<file path="src/rtl/nn_layer_sequencer.sv">
// nn_layer_sequencer
//   Control FSM that walks the shared MAC + CORDIC activation datapath through
//   a full forward pass. The run configuration is latched on an accepted
//   start. The sequencer then issues one MAC command per weight and one
//   activation command per neuron, and generates the weight and data-buffer
//   addresses for each command.
//
// Ports
//   clk, rst_n           rising-edge clock, asynchronous active-low reset
//   start                run request, sampled only while idle
//   no_layers            number of layers to run (1..5)
//   nl1..nl5             neurons per layer
//   afl1..afl5           activation code per layer
//   busy / done / err    status: not idle / end-of-run pulse / sticky config error
//   mac_*                MAC command channel (valid/ready, first/last, w_addr, x_addr)
//   act_*                activation command channel (valid/ready, act_func, y_addr)
//   layer_idx            current layer, 0-based
module nn_layer_sequencer #(
  parameter int N_INPUTS = 2,
  parameter int WADDR_W  = 15,
  parameter int DADDR_W  = 9
) (
  input  logic               clk,
  input  logic               rst_n,
  input  logic               start,
  input  logic [5:0]         no_layers,
  input  logic [5:0]         nl1,
  input  logic [5:0]         nl2,
  input  logic [5:0]         nl3,
  input  logic [5:0]         nl4,
  input  logic [5:0]         nl5,
  input  logic [1:0]         afl1,
  input  logic [1:0]         afl2,
  input  logic [1:0]         afl3,
  input  logic [1:0]         afl4,
  input  logic [1:0]         afl5,
  output logic               busy,
  output logic               done,
  output logic               err,
  output logic               mac_valid,
  input  logic               mac_ready,
  output logic               mac_first,
  output logic               mac_last,
  output logic [WADDR_W-1:0] w_addr,
  output logic [DADDR_W-1:0] x_addr,
  output logic               act_valid,
  input  logic               act_ready,
  output logic [1:0]         act_func,
  output logic [DADDR_W-1:0] y_addr,
  output logic [2:0]         layer_idx
);

  typedef enum logic [2:0] {S_IDLE, S_CHECK, S_MAC, S_ACT, S_DONE} state_t;

  state_t             state;
  logic [5:0]         nlayers;
  logic [5:0]         nl_q  [5];
  logic [1:0]         afl_q [5];
  logic [5:0]         i_cnt;
  logic [5:0]         j_cnt;
  logic [DADDR_W-1:0] in_base;
  logic [DADDR_W-1:0] out_base;
  logic [5:0]         fan_in;
  logic [5:0]         cur_nl;
  logic               cfg_bad;

  // Layer 0 reads the network inputs; later layers read the previous layer.
  always_comb begin
    if (layer_idx == 3'd0) fan_in = 6'(N_INPUTS);
    else                   fan_in = nl_q[layer_idx - 3'd1];
  end

  assign cur_nl = nl_q[layer_idx];

  always_comb begin
    cfg_bad = (nlayers == 6'd0) || (nlayers > 6'd5);
    for (int unsigned k = 0; k < 5; k++) begin
      if ((6'(k) < nlayers) && (nl_q[k] == 6'd0)) cfg_bad = 1'b1;
    end
  end

  always_ff @(posedge clk or negedge rst_n) begin
    if (!rst_n) begin
      state     <= S_IDLE;
      busy      <= 1'b0;
      done      <= 1'b0;
      err       <= 1'b0;
      mac_valid <= 1'b0;
      mac_first <= 1'b0;
      mac_last  <= 1'b0;
      w_addr    <= '0;
      x_addr    <= '0;
      act_valid <= 1'b0;
      act_func  <= '0;
      y_addr    <= '0;
      layer_idx <= '0;
      i_cnt     <= '0;
      j_cnt     <= '0;
      in_base   <= '0;
      out_base  <= '0;
      nlayers   <= '0;
      for (int unsigned k = 0; k < 5; k++) begin
        nl_q[k]  <= '0;
        afl_q[k] <= '0;
      end
    end else begin
      case (state)
        S_IDLE: begin
          if (start) begin
            state    <= S_CHECK;
            busy     <= 1'b1;
            err      <= 1'b0;
            nlayers  <= no_layers;
            nl_q[0]  <= nl1;
            nl_q[1]  <= nl2;
            nl_q[2]  <= nl3;
            nl_q[3]  <= nl4;
            nl_q[4]  <= nl5;
            afl_q[0] <= afl1;
            afl_q[1] <= afl2;
            afl_q[2] <= afl3;
            afl_q[3] <= afl4;
            afl_q[4] <= afl5;
          end
        end

        S_CHECK: begin
          if (cfg_bad) begin
            state <= S_DONE;
            err   <= 1'b1;
            done  <= 1'b1;
          end else begin
            state     <= S_MAC;
            layer_idx <= '0;
            i_cnt     <= '0;
            j_cnt     <= '0;
            w_addr    <= '0;
            in_base   <= '0;
            out_base  <= DADDR_W'(N_INPUTS);
            mac_valid <= 1'b1;
            x_addr    <= '0;
            mac_first <= 1'b1;
            mac_last  <= (N_INPUTS == 1);
          end
        end

        S_MAC: begin
          if (mac_ready) begin
            w_addr <= w_addr + WADDR_W'(1);
            if (mac_last) begin
              state     <= S_ACT;
              mac_valid <= 1'b0;
              mac_first <= 1'b0;
              mac_last  <= 1'b0;
              act_valid <= 1'b1;
              act_func  <= afl_q[layer_idx];
              y_addr    <= out_base + DADDR_W'(j_cnt);
            end else begin
              i_cnt     <= i_cnt + 6'd1;
              x_addr    <= in_base + DADDR_W'(i_cnt + 6'd1);
              mac_first <= 1'b0;
              // Registered look-ahead: the next term is last when i+1 == fan_in-1.
              mac_last  <= (i_cnt + 6'd2 == fan_in);
            end
          end
        end

        S_ACT: begin
          if (act_ready) begin
            act_valid <= 1'b0;
            i_cnt     <= '0;
            if (j_cnt + 6'd1 < cur_nl) begin
              state     <= S_MAC;
              j_cnt     <= j_cnt + 6'd1;
              mac_valid <= 1'b1;
              x_addr    <= in_base;
              mac_first <= 1'b1;
              mac_last  <= (fan_in == 6'd1);
            end else if (6'(layer_idx) + 6'd1 < nlayers) begin
              // Next layer reads what this layer just wrote; its fan-in is cur_nl.
              state     <= S_MAC;
              layer_idx <= layer_idx + 3'd1;
              j_cnt     <= '0;
              in_base   <= out_base;
              out_base  <= out_base + DADDR_W'(cur_nl);
              mac_valid <= 1'b1;
              x_addr    <= out_base;
              mac_first <= 1'b1;
              mac_last  <= (cur_nl == 6'd1);
            end else begin
              state <= S_DONE;
              done  <= 1'b1;
            end
          end
        end

        S_DONE: begin
          state <= S_IDLE;
          done  <= 1'b0;
          busy  <= 1'b0;
        end

        default: state <= S_IDLE;
      endcase
    end
  end

endmodule

</file>
<file path="config.mk">
export PLATFORM = sky130hd
export DESIGN_NAME = nn_layer_sequencer
export DESIGN_NICKNAME = d
export VERILOG_FILES = /design/src/rtl/nn_layer_sequencer.sv
export SDC_FILE = /design/constraint.sdc
export NUM_CORES = 1
export LEC_CHECK = 0
export CAP_MARGIN = 15
export CORE_MARGIN = 3
export CORE_UTILIZATION = 56
export DETAILED_ROUTE_END_ITERATION = 8
export PLACE_DENSITY = 0.91
export SYNTH_ARGS = -nofsm -noshare
export SYNTH_HDL_FRONTEND = slang
export SYNTH_SLANG_ARGS = --single-unit
</file>
<file path="constraint.sdc">
create_clock -name clk -period 4.09 [get_ports clk]
set_input_delay 0.818 -clock clk [delete_from_list [all_inputs] [get_ports clk]]
set_output_delay 0.818 -clock clk [all_outputs]
set_load 0.05 [all_outputs]
</file>
==> results.py, run 1 <==
metrics = {
    "timing": {
        "fin_crit_ns": 3.85,
        "clock-skew-final_ns": 0.00706,
        "finalHoldViolations": 0,
        "fin_setup_tns_ns": 0,
        "max-slew-margin-rel": 0.366,
        "worst_slew_pin_slew_ns": 0.947,
        "fin_hold_ws_ns": 0.432,
        "period_share": 0.941,
        "rsz0062_at_grt": "false",
        "setup_viol": 0,
        "slew_violations": 0,
        "fmax_mhz": 260,
    },
    "power_and_ir_drop": {
        "p_total_w": 0.00607,
        "p_leak_nw": 3.87,
        "irDropWorstVdd_uv": 417,
        "cellPowerDensity_nw_per_um2": 679,
    },
    "cts": {
        "cts_buffers": 17,
        "cts_max_level": 4,
        "cts_tree": "yes",
        "cts_hold_buf": 0,
        "cts-resized-gates": 0,
        "cts_setup_buffers": 0,
        "clk_path_buf_depth": 2,
        "clock_sinks": 124,
        "clk_latency_ns": 0.43,
        "clk_pin_slew_ns": 0.05,
        "root_buffer": "clkbuf_16",
    },
    "route": {
        "drc": 0,
        "wl_per_cell_um": 18.1,
        "viasPerCell": 6.04,
        "drtIter0Drc": 335,
        "drtAntennaViolNets": 0,
        "drt_pre_antenna_iters": 5,
        "vias": 5905,
        "wl_mm": 17.7,
    },
    "place": {
        "dp_hpwl_mm": 12.9,
        "globalplace.congestion": 0.888,
        "placed_cell_area_sq_um": 8350,
        "io_buffers": 95,
        "placed_cells": 947,
    },
    "critical_path": {
        "cp-start-kind": "flip-flop",
        "path_depth": 14,
        "critPathTopFamily": "compound AO/OA/AOI/OAI gates",
        "required_ns": 4.43,
        "end_kind": "flip-flop",
        "crit_fanout": 18,
        "crit_path_frequent_cell": "a21oi_1",
        "ff2ff_path_depth": 14,
        "crit_path_max_incr_delay_ns": 0.70,
        "crit_buf_inv": 3,
        "path_cells": "buf_12, mux4_2, nand2_1, o31ai_1, inv_1, ha_1, a21oi_1, o21ai_0, o21bai_1, and2_4, o22ai_4, buf_4, or3_1, a21oi_1",
        "worstSetupPathType": "reg2reg",
        "arrival_ns": 4.19,
        "critPathSlowestCell": "dfrtp_1",
    },
    "logic_synthesis": {
        "ys_ff_latch": 124,
        "synth_edf_count": 0,
        "ys_seq_area_frac": 0.428,
        "synth_warnings": 0,
        "synth_area_sq_um": 7260,
        "ys.flop_type": "dfrtp_1",
        "async_flop_share": 1.00,
        "synth.distinct_cells": 69,
        "synth.avg_cell_area_sq_um": 10.3,
        "syn-num-nets": 792,
        "syn_inst": 705,
    },
    "floorplanning": {
        "io_pins": 96,
        "floorplan.initialDensity": 0.587,
        "die_h_um": 120,
        "die_x_um": 120,
        "die-area_sq_um": 14400,
        "core_sq_um": 12400,
        "rows": 40,
    },
    "run": {
        "max-cap-violations": 0,
    },
    "global_route": {
        "grt_pass1_vias": 5935,
        "grt_max_degree": 72,
        "antenna_found_initial": 0,
        "grt_usage": 0.257,
        "grt_pass1_wl_mm": 29.6,
        "grt_remaining_overflow": 0,
    },
    "finish": {
        "num_antenna_cells": 0,
        "area_delta_synth_final_pct": 23.2,
        "final_area_sq_um": 8940,
        "drive_gt1_frac": 0.135,
        "final_cells": 977,
        "final_nets": 885,
    },
    "worst_hold_path": {
        "hold_class": "in2async",
    },
    "outcome": {
        "status": "finished, final reports clean",
    },
}
power breakdown:
part | switching, W | internal, W | total [W] | leakage [nW]
registers | 0.000449 | 0.00161 | 0.00206 | 1.59
logic | 0.00138 | 0.00115 | 0.00253 | 1.99
clock network | 0.000525 | 0.000965 | 0.00149 | 0.291
final timing paths:
kind                                     startpoint  slack (ns)                      end
min                                           rst_n        0.43    y_addr[4]$_DFFE_PN0P_
max reg2reg                layer_idx[0]$_DFFE_PN0P_        0.24  out_base[7]$_DFFE_PN0P_
min reg2reg                   y_addr[4]$_DFFE_PN0P_        0.48    y_addr[4]$_DFFE_PN0P_
max in group asynchronous                     rst_n        2.87   nlayers[2]$_DFFE_PN0P_
max                        layer_idx[0]$_DFFE_PN0P_        0.24  out_base[7]$_DFFE_PN0P_
min in group clk              y_addr[4]$_DFFE_PN0P_        0.48    y_addr[4]$_DFFE_PN0P_
layout by cell type, fill, tap and decap left out, types with 3 or more instances in the layout:
cell and n:
or3_1 7, clkinv_2 4, mux2i_1 17, o21bai_1 6
nand3b_1 3, nor2b_1 7, o2111ai_1 3, mux2_2 46
clkdlybuf4s50_1 94, nor2_1 40, clkbuf_8 5, nor2_2 3
dfrtp_1 124, a21boi_0 4, o211ai_1 6, nor3_1 10
a31oi_1 8, clkbuf_16 17, nand2_1 72, a21oi_1 27
and3_1 7, nand4_1 8, o31ai_1 10, nor4_1 5
ha_1 33, a21o_1 9, buf_4 9, xor2_1 19
fa_1 3, o21a_1 3, mux4_2 9, nand2b_1 7
xnor2_1 15, inv_1 31, a22o_1 19, o21ai_0 59
a211oi_1 4, a22oi_1 3, nand3_1 9
synth_stat cells (6+ instances only):
library cell / instances / area, sq um
o21bai_1: 6 / 45.0
nand3_1: 9 / 45.0
a21oi_1: 27 / 135
or3_1: 7 / 43.8
nand2b_1: 7 / 43.8
ha_1: 33 / 413
a22o_1: 19 / 166
o31ai_1: 10 / 75.1
xor2_1: 19 / 166
dfrtp_1: 124 / 3100
mux2_2: 46 / 518
nor2b_1: 7 / 43.8
o211ai_1: 6 / 45.0
a31oi_1: 8 / 50.1
clkbuf_1: 13 / 48.8
mux2i_1: 17 / 170
nor2_1: 42 / 158
mux4_2: 9 / 203
a21o_1: 9 / 67.6
nand2_1: 72 / 270
nor3_1: 10 / 50.1
o21ai_0: 59 / 295
nand4_1: 8 / 50.1
xnor2_1: 15 / 131
inv_1: 31 / 116
buf_2: 8 / 40.0
and3_1: 7 / 43.8
per-layer routing:
metal	wire length, um	track usage	vias to the layer above	part of all wire
met5	0	0	-	0
met4	428	0.0974	0	0.024
met3	1050	0.0580	38	0.059
met2	8680	0.425	227	0.49
met1	7490	0.331	2885	0.42
li1	-	-	2755	-
cells by family (layout without fill, tap and decap cells):
logic type	after synthesis	after routing	synth area share
and+or+nand+nor	191	191	0.127
buffers and inverters	62	166	0.0398
muxes	74	74	0.127
xor gates and xnor gates	35	35	0.0441
AOI/OAI and AO/OA	183	183	0.169
DFF	124	124	0.428
adders and majority gates	36	36	0.0652
cell type report:
cell class | instances | area (sq um)
Clock buffer | 23 | 498
Clock inverter | 7 | 87.6
Fill cell | 892 | 3420
Inverter | 31 | 116
Multi-Input combinational cell | 519 | 3880
Sequential cell | 124 | 3100
Tap cell | 168 | 210
Timing Repair Buffer | 105 | 1050
flip-flops by register name, indices dropped and copies added, names as in the netlist:
register and cells:
act_func 2, act_valid 1, afl_q 10, busy 1
done 1, err 1, i_cnt 6, in_base 9
j_cnt 6, layer_idx 3, mac_first 1, mac_last 1
mac_valid 1, nl_q 30, nlayers 6, out_base 9
state 3, w_addr 15, x_addr 9, y_addr 9
through the flow:
step	util	setup WS, ns
after detailed placement	0.676	0.292
after global placement	0.676	0.510
after floorplan	-	0.546
after CTS	0.723	0.251
after global routing	0.723	0.0149
final	0.723	0.239
(Power assumes the default switching activity.)
==> run 2, diff against run 1 <==
--- a/config.mk
+++ b/config.mk
@@ -12,2 +12,4 @@
 export PLACE_DENSITY = 0.91
+export RECOVER_POWER = 100
+export SLEW_MARGIN = 20
 export SYNTH_ARGS = -nofsm -noshare
==> constraint.sdc (replaced) <==
create_clock -name clk -period 4.09 [get_ports clk]
set_input_delay 0.409 -clock clk [delete_from_list [all_inputs] [get_ports clk]]
set_output_delay 0.409 -clock clk [all_outputs]
set_load 0.05 [all_outputs]
==> results.py, run 2 (same netlist as run 1, synthesis figures left out) <==
metrics = {
    "outcome": {
        "status": "complete, but fails checks",
        "violations": "capacitance limit, slew limit",
    },
    "timing": {
        "finalHoldViolations": 0,
        "fin_ws_ns": 0.325,
        "max-slew-margin-rel": -1.05,
        "fin_setup_tns_ns": 0,
        "fmax_mhz": 266,
        "slew_violations": 125,
        "clock-skew-final_ns": 0.0105,
        "fin_crit_ns": 3.77,
        "worst_slew_pin_slew_ns": 3.08,
        "setup_viol": 0,
        "period_share": 0.921,
        "rsz0062_at_grt": "false",
    },
    "finish": {
        "reg_top3": "nl_q x30, w_addr x15, afl_q x10",
        "final_cells": 981,
        "layout_common_cells": "dfrtp_1, nand2_1, o21ai_0",
        "drive_gt1_frac": 0.132,
        "largest_reg_flops": 30,
        "area_delta_synth_final_pct": 23.4,
        "final_core_util": 0.724,
        "final_nets": 887,
        "final_common_cell": "dfrtp_1",
        "regMostFlops": "nl_q",
        "num_antenna_cells": 0,
    },
    "cts": {
        "clk_path_buf_depth": 2,
        "root_buffer": "clkbuf_16",
        "cts_buffers": 17,
        "cts_hold_buf": 0,
        "cts_tree": "yes",
        "clk_latency_ns": 0.42,
        "cts-resized-gates": 0,
        "clock_sinks": 124,
        "cts_setup_buffers": 0,
        "cts_max_level": 4,
        "clk_pin_slew_ns": 0.06,
    },
    "power_and_ir_drop": {
        "p_total_w": 0.00614,
        "p_leak_nw": 3.99,
        "cellPowerDensity_nw_per_um2": 685,
        "irDropWorstVdd_uv": 436,
    },
    "critical_path": {
        "critPathSlowestCell": "dfrtp_1",
        "crit_path_frequent_cell": "o21ai_0",
        "worstSetupPathType": "reg2reg",
        "crit_buf_inv": 2,
        "crit_fanout": 18,
        "arrival_ns": 4.13,
        "crit_path_max_incr_delay_ns": 0.69,
        "cp-start-kind": "flip-flop",
        "end_kind": "flip-flop",
        "required_ns": 4.45,
        "critPathTopFamily": "compound AO/OA/AOI/OAI gates",
        "path_cells": "buf_4, mux2i_1, o21ai_0, o21ai_0, ha_1, a21oi_1, o21ai_0, a2111o_1, and2_4, o22ai_4, clkbuf_2, o21bai_1, a22o_1",
    },
    "route": {
        "viasPerCell": 6.10,
        "wl_per_cell_um": 18.4,
        "drt_pre_antenna_iters": 5,
        "drc": 0,
        "drtIter0Drc": 341,
        "drtAntennaViolNets": 0,
        "vias": 5982,
        "wl_mm": 18.0,
    },
    "floorplanning": {
        "die_x_um": 120,
        "rows": 40,
        "io_pins": 96,
        "core_sq_um": 12400,
        "die_h_um": 120,
        "floorplan.initialDensity": 0.587,
        "die-area_sq_um": 14400,
    },
    "place": {
        "globalplace.congestion": 0.915,
        "placed_cells": 949,
        "dp_hpwl_mm": 13.1,
        "dp_slack_ns": 0.456,
        "io_buffers": 95,
    },
    "global_route": {
        "antenna_found_initial": 0,
        "grt_pass1_wl_mm": 30.2,
        "grt_remaining_overflow": 0,
        "grt_usage": 0.263,
        "grt_pass1_vias": 6077,
        "grt_max_degree": 125,
    },
    "worst_hold_path": {
        "hold_class": "reg2reg",
    },
    "run": {
        "max-cap-violations": 1,
    },
}
run 2: cell types whose count changed in the layout (fill, tap and decap cells not counted), moves of 3 or more:
cell / delta
clkdlybuf4s50_1: -45
dlygate4sd3_1: +45
clkbuf_1: +3
clkbuf_8: -3
run 2: path summary, 6_finish.rpt:
kind                       slack, ns                     start                       end  cells past startpoint
hold / removal                  0.47     mac_first$_DFFE_PN0P_     mac_first$_DFFE_PN0P_                      2
setup / recovery                0.32  layer_idx[0]$_DFFE_PN0P_  layer_idx[2]$_DFFE_PN0P_                     13
max in group asynchronous       1.19                     rst_n      state[1]$_DFFE_PN0P_                      2
hold reg to reg                 0.47     mac_first$_DFFE_PN0P_     mac_first$_DFFE_PN0P_                      2
min in group asynchronous       1.07                     rst_n     y_addr[3]$_DFFE_PN0P_                      2
setup reg to reg                0.32  layer_idx[0]$_DFFE_PN0P_  layer_idx[2]$_DFFE_PN0P_                     13
run 2: tightest hold or removal path, delay by kind of cell, from the launching register on:
kind,cells,cell delay (ns)
simple gates,2,0.10
flops,1,0.34
run 2: through the flow:
| stage | hold slack (ns) | cell area (sq um) |
|---|---|---|
| detailed placement | 0.465 | 8370 |
| finish | 0.468 | 8960 |
| floorplan | 0.113 | 7260 |
| CTS | 0.119 | 9000 |
| global placement | 0.460 | 8350 |
| global route | 0.509 | 8960 |
run 2: where the power goes:
part           internal [W]  switching, W
clock               0.00105      0.000545
sequential          0.00161      0.000431
combinational       0.00111       0.00140
run 2: metal layers:
| layer | track usage | routed length, um |
|---|---|---|
| met1 | 0.329 | 7480 |
| met2 | 0.434 | 8950 |
| met3 | 0.0627 | 1070 |
| met4 | 0.115 | 533 |
| met5 | 0 | 0 |
run 2: final cells by class:
| class | count | area [sq um] |
|---|---|---|
| timing repair buffer | 107 | 1040 |
| clock buffer | 21 | 460 |
| fill | 883 | 3410 |
| sequential | 124 | 3100 |
| tap | 168 | 210 |
| multi-input combinational | 519 | 3860 |
| inverter | 31 | 116 |
| clock inverter | 11 | 166 |
==> run 3, diff against run 2 <==
Settings changed: RECOVER_POWER 100 to 50, SLEW_MARGIN 20 to unset.
==> results.py, run 3 (same netlist as run 1, synthesis figures left out) <==
metrics = {
    "power_and_ir_drop": {
        "cellPowerDensity_nw_per_um2": 679,
        "irDropWorstVdd_uv": 382,
        "p_total_w": 0.00606,
        "p_leak_nw": 3.90,
    },
    "cts": {
        "cts-resized-gates": 0,
        "clk_latency_ns": 0.43,
        "cts_tree": "yes",
        "root_buffer": "clkbuf_16",
        "cts_hold_buf": 0,
        "cts_max_level": 4,
        "clk_path_buf_depth": 2,
        "clk_pin_slew_ns": 0.06,
        "cts_buffers": 17,
        "cts_setup_buffers": 0,
        "clock_sinks": 124,
    },
    "timing": {
        "finalHoldViolations": 0,
        "slew_violations": 125,
        "fin_hold_ws_ns": 0.470,
        "max-slew-margin-rel": -1.01,
        "clock-skew-final_ns": 0.00952,
        "fmax_mhz": 270,
        "fin_crit_ns": 3.70,
        "period_share": 0.905,
        "worst_slew_pin_slew_ns": 3.02,
        "fin_setup_tns_ns": 0,
        "setup_viol": 0,
        "rsz0062_at_grt": "false",
    },
    "finish": {
        "largest_reg_flops": 30,
        "reg_top3": "nl_q x30, w_addr x15, afl_q x10",
        "area_delta_synth_final_pct": 23.0,
        "layout_common_cells": "dfrtp_1, clkdlybuf4s50_1, nand2_1",
        "drive_gt1_frac": 0.138,
        "final_cells": 981,
        "regMostFlops": "nl_q",
        "final_nets": 887,
        "num_antenna_cells": 0,
        "final_common_cell": "dfrtp_1",
        "final_core_util": 0.722,
    },
    "place": {
        "globalplace.congestion": 0.915,
        "placed_cells": 948,
        "dp_hpwl_mm": 13.2,
        "io_buffers": 95,
    },
    "critical_path": {
        "crit_fanout": 18,
        "arrival_ns": 3.99,
        "worstSetupPathType": "reg2reg",
        "end_kind": "flip-flop",
        "required_ns": 4.38,
        "cp-start-kind": "flip-flop",
    },
    "run": {
        "max-cap-violations": 1,
    },
    "global_route": {
        "grt_usage": 0.267,
        "grt_pass1_wl_mm": 30.6,
        "grt_max_degree": 125,
        "antenna_found_initial": 0,
        "grt_remaining_overflow": 0,
        "grt_pass1_vias": 6073,
    },
    "route": {
        "viasPerCell": 6.09,
        "drt_pre_antenna_iters": 5,
        "drtAntennaViolNets": 0,
        "vias": 5972,
        "wl_per_cell_um": 18.4,
        "drc": 0,
        "drtIter0Drc": 418,
        "wl_mm": 18.1,
    },
    "floorplanning": {
        "die_x_um": 120,
        "die-area_sq_um": 14400,
        "rows": 40,
        "die_h_um": 120,
        "floorplan.initialDensity": 0.587,
        "core_sq_um": 12400,
        "io_pins": 96,
    },
    "worst_hold_path": {
        "hold_class": "reg2reg",
    },
    "outcome": {
        "status": "complete, but fails checks",
        "violations": "capacitance limit, slew limit",
    },
}
==> run 3: changes by cell type in the layout (fill, tap and decap cells not counted), moves of 2 or more <==
cell | before | now
buf_4 | 7 | 10
bufinv_16 | 4 | 2
clkbuf_1 | 4 | 1
clkdlybuf4s50_1 | 49 | 77
clkinv_2 | 3 | 6
dlygate4sd3_1 | 45 | 17
==> run 3: worst max-delay path: stages (launching register included) <==
cell	delay, ns
dfrtp_1	0.68
mux2i_1	0.30
o21ai_0	0.09
o21ai_0	0.49
ha_1	0.36
a21oi_1	0.12
o21ai_0	0.12
a2111o_1	0.47
and2_4	0.25
o22ai_4	0.24
buf_4	0.25
or3_1	0.13
a21oi_1	0.06
==> run 3: metal layers <==
layer	share of wire	global-route usage
met4	0.031	0.109
met2	0.50	0.451
met3	0.063	0.0556
met1	0.40	0.335
met5	0	0
==> run 3: final timing paths <==
path	from	to	slack, ns	depth (start not counted)
min in group asynchronous	rst_n	y_addr[5]$_DFFE_PN0P_	1.08	2
hold / removal	mac_first$_DFFE_PN0P_	mac_first$_DFFE_PN0P_	0.47	2
max in group asynchronous	rst_n	nlayers[0]$_DFFE_PN0P_	1.25	2
setup reg to reg	layer_idx[0]$_DFFE_PN0P_	out_base[7]$_DFFE_PN0P_	0.39	12
hold reg to reg	mac_first$_DFFE_PN0P_	mac_first$_DFFE_PN0P_	0.47	2
setup / recovery	layer_idx[0]$_DFFE_PN0P_	out_base[7]$_DFFE_PN0P_	0.39	12
==> run 3: final cells by class <==
| class | count | area, sq um |
|---|---|---|
| Multi-Input combinational cell | 519 | 3870 |
| Tap cell | 168 | 210 |
| Fill cell | 882 | 3440 |
| Clock inverter | 12 | 121 |
| Clock buffer | 20 | 457 |
| Timing Repair Buffer | 107 | 1050 |
| Sequential cell | 124 | 3100 |
| Inverter | 31 | 116 |
==> run 3: metrics by stage <==
stage / instance area (sq um) / setup slack (ns)
2_1_floorplan: 7260 / 0.546
3_3_place_gp: 8350 / 0.579
3_5_place_dp: 8350 / 0.457
4_1_cts: 8930 / 0.440
5_1_grt: 8920 / 0.134
6_report: 8920 / 0.387
==> run 3: report_power, final <==
part           internal [W]  switching [W]
combinational       0.00113        0.00140
clock              0.000921       0.000565
sequential          0.00161       0.000435
total               0.00366        0.00240
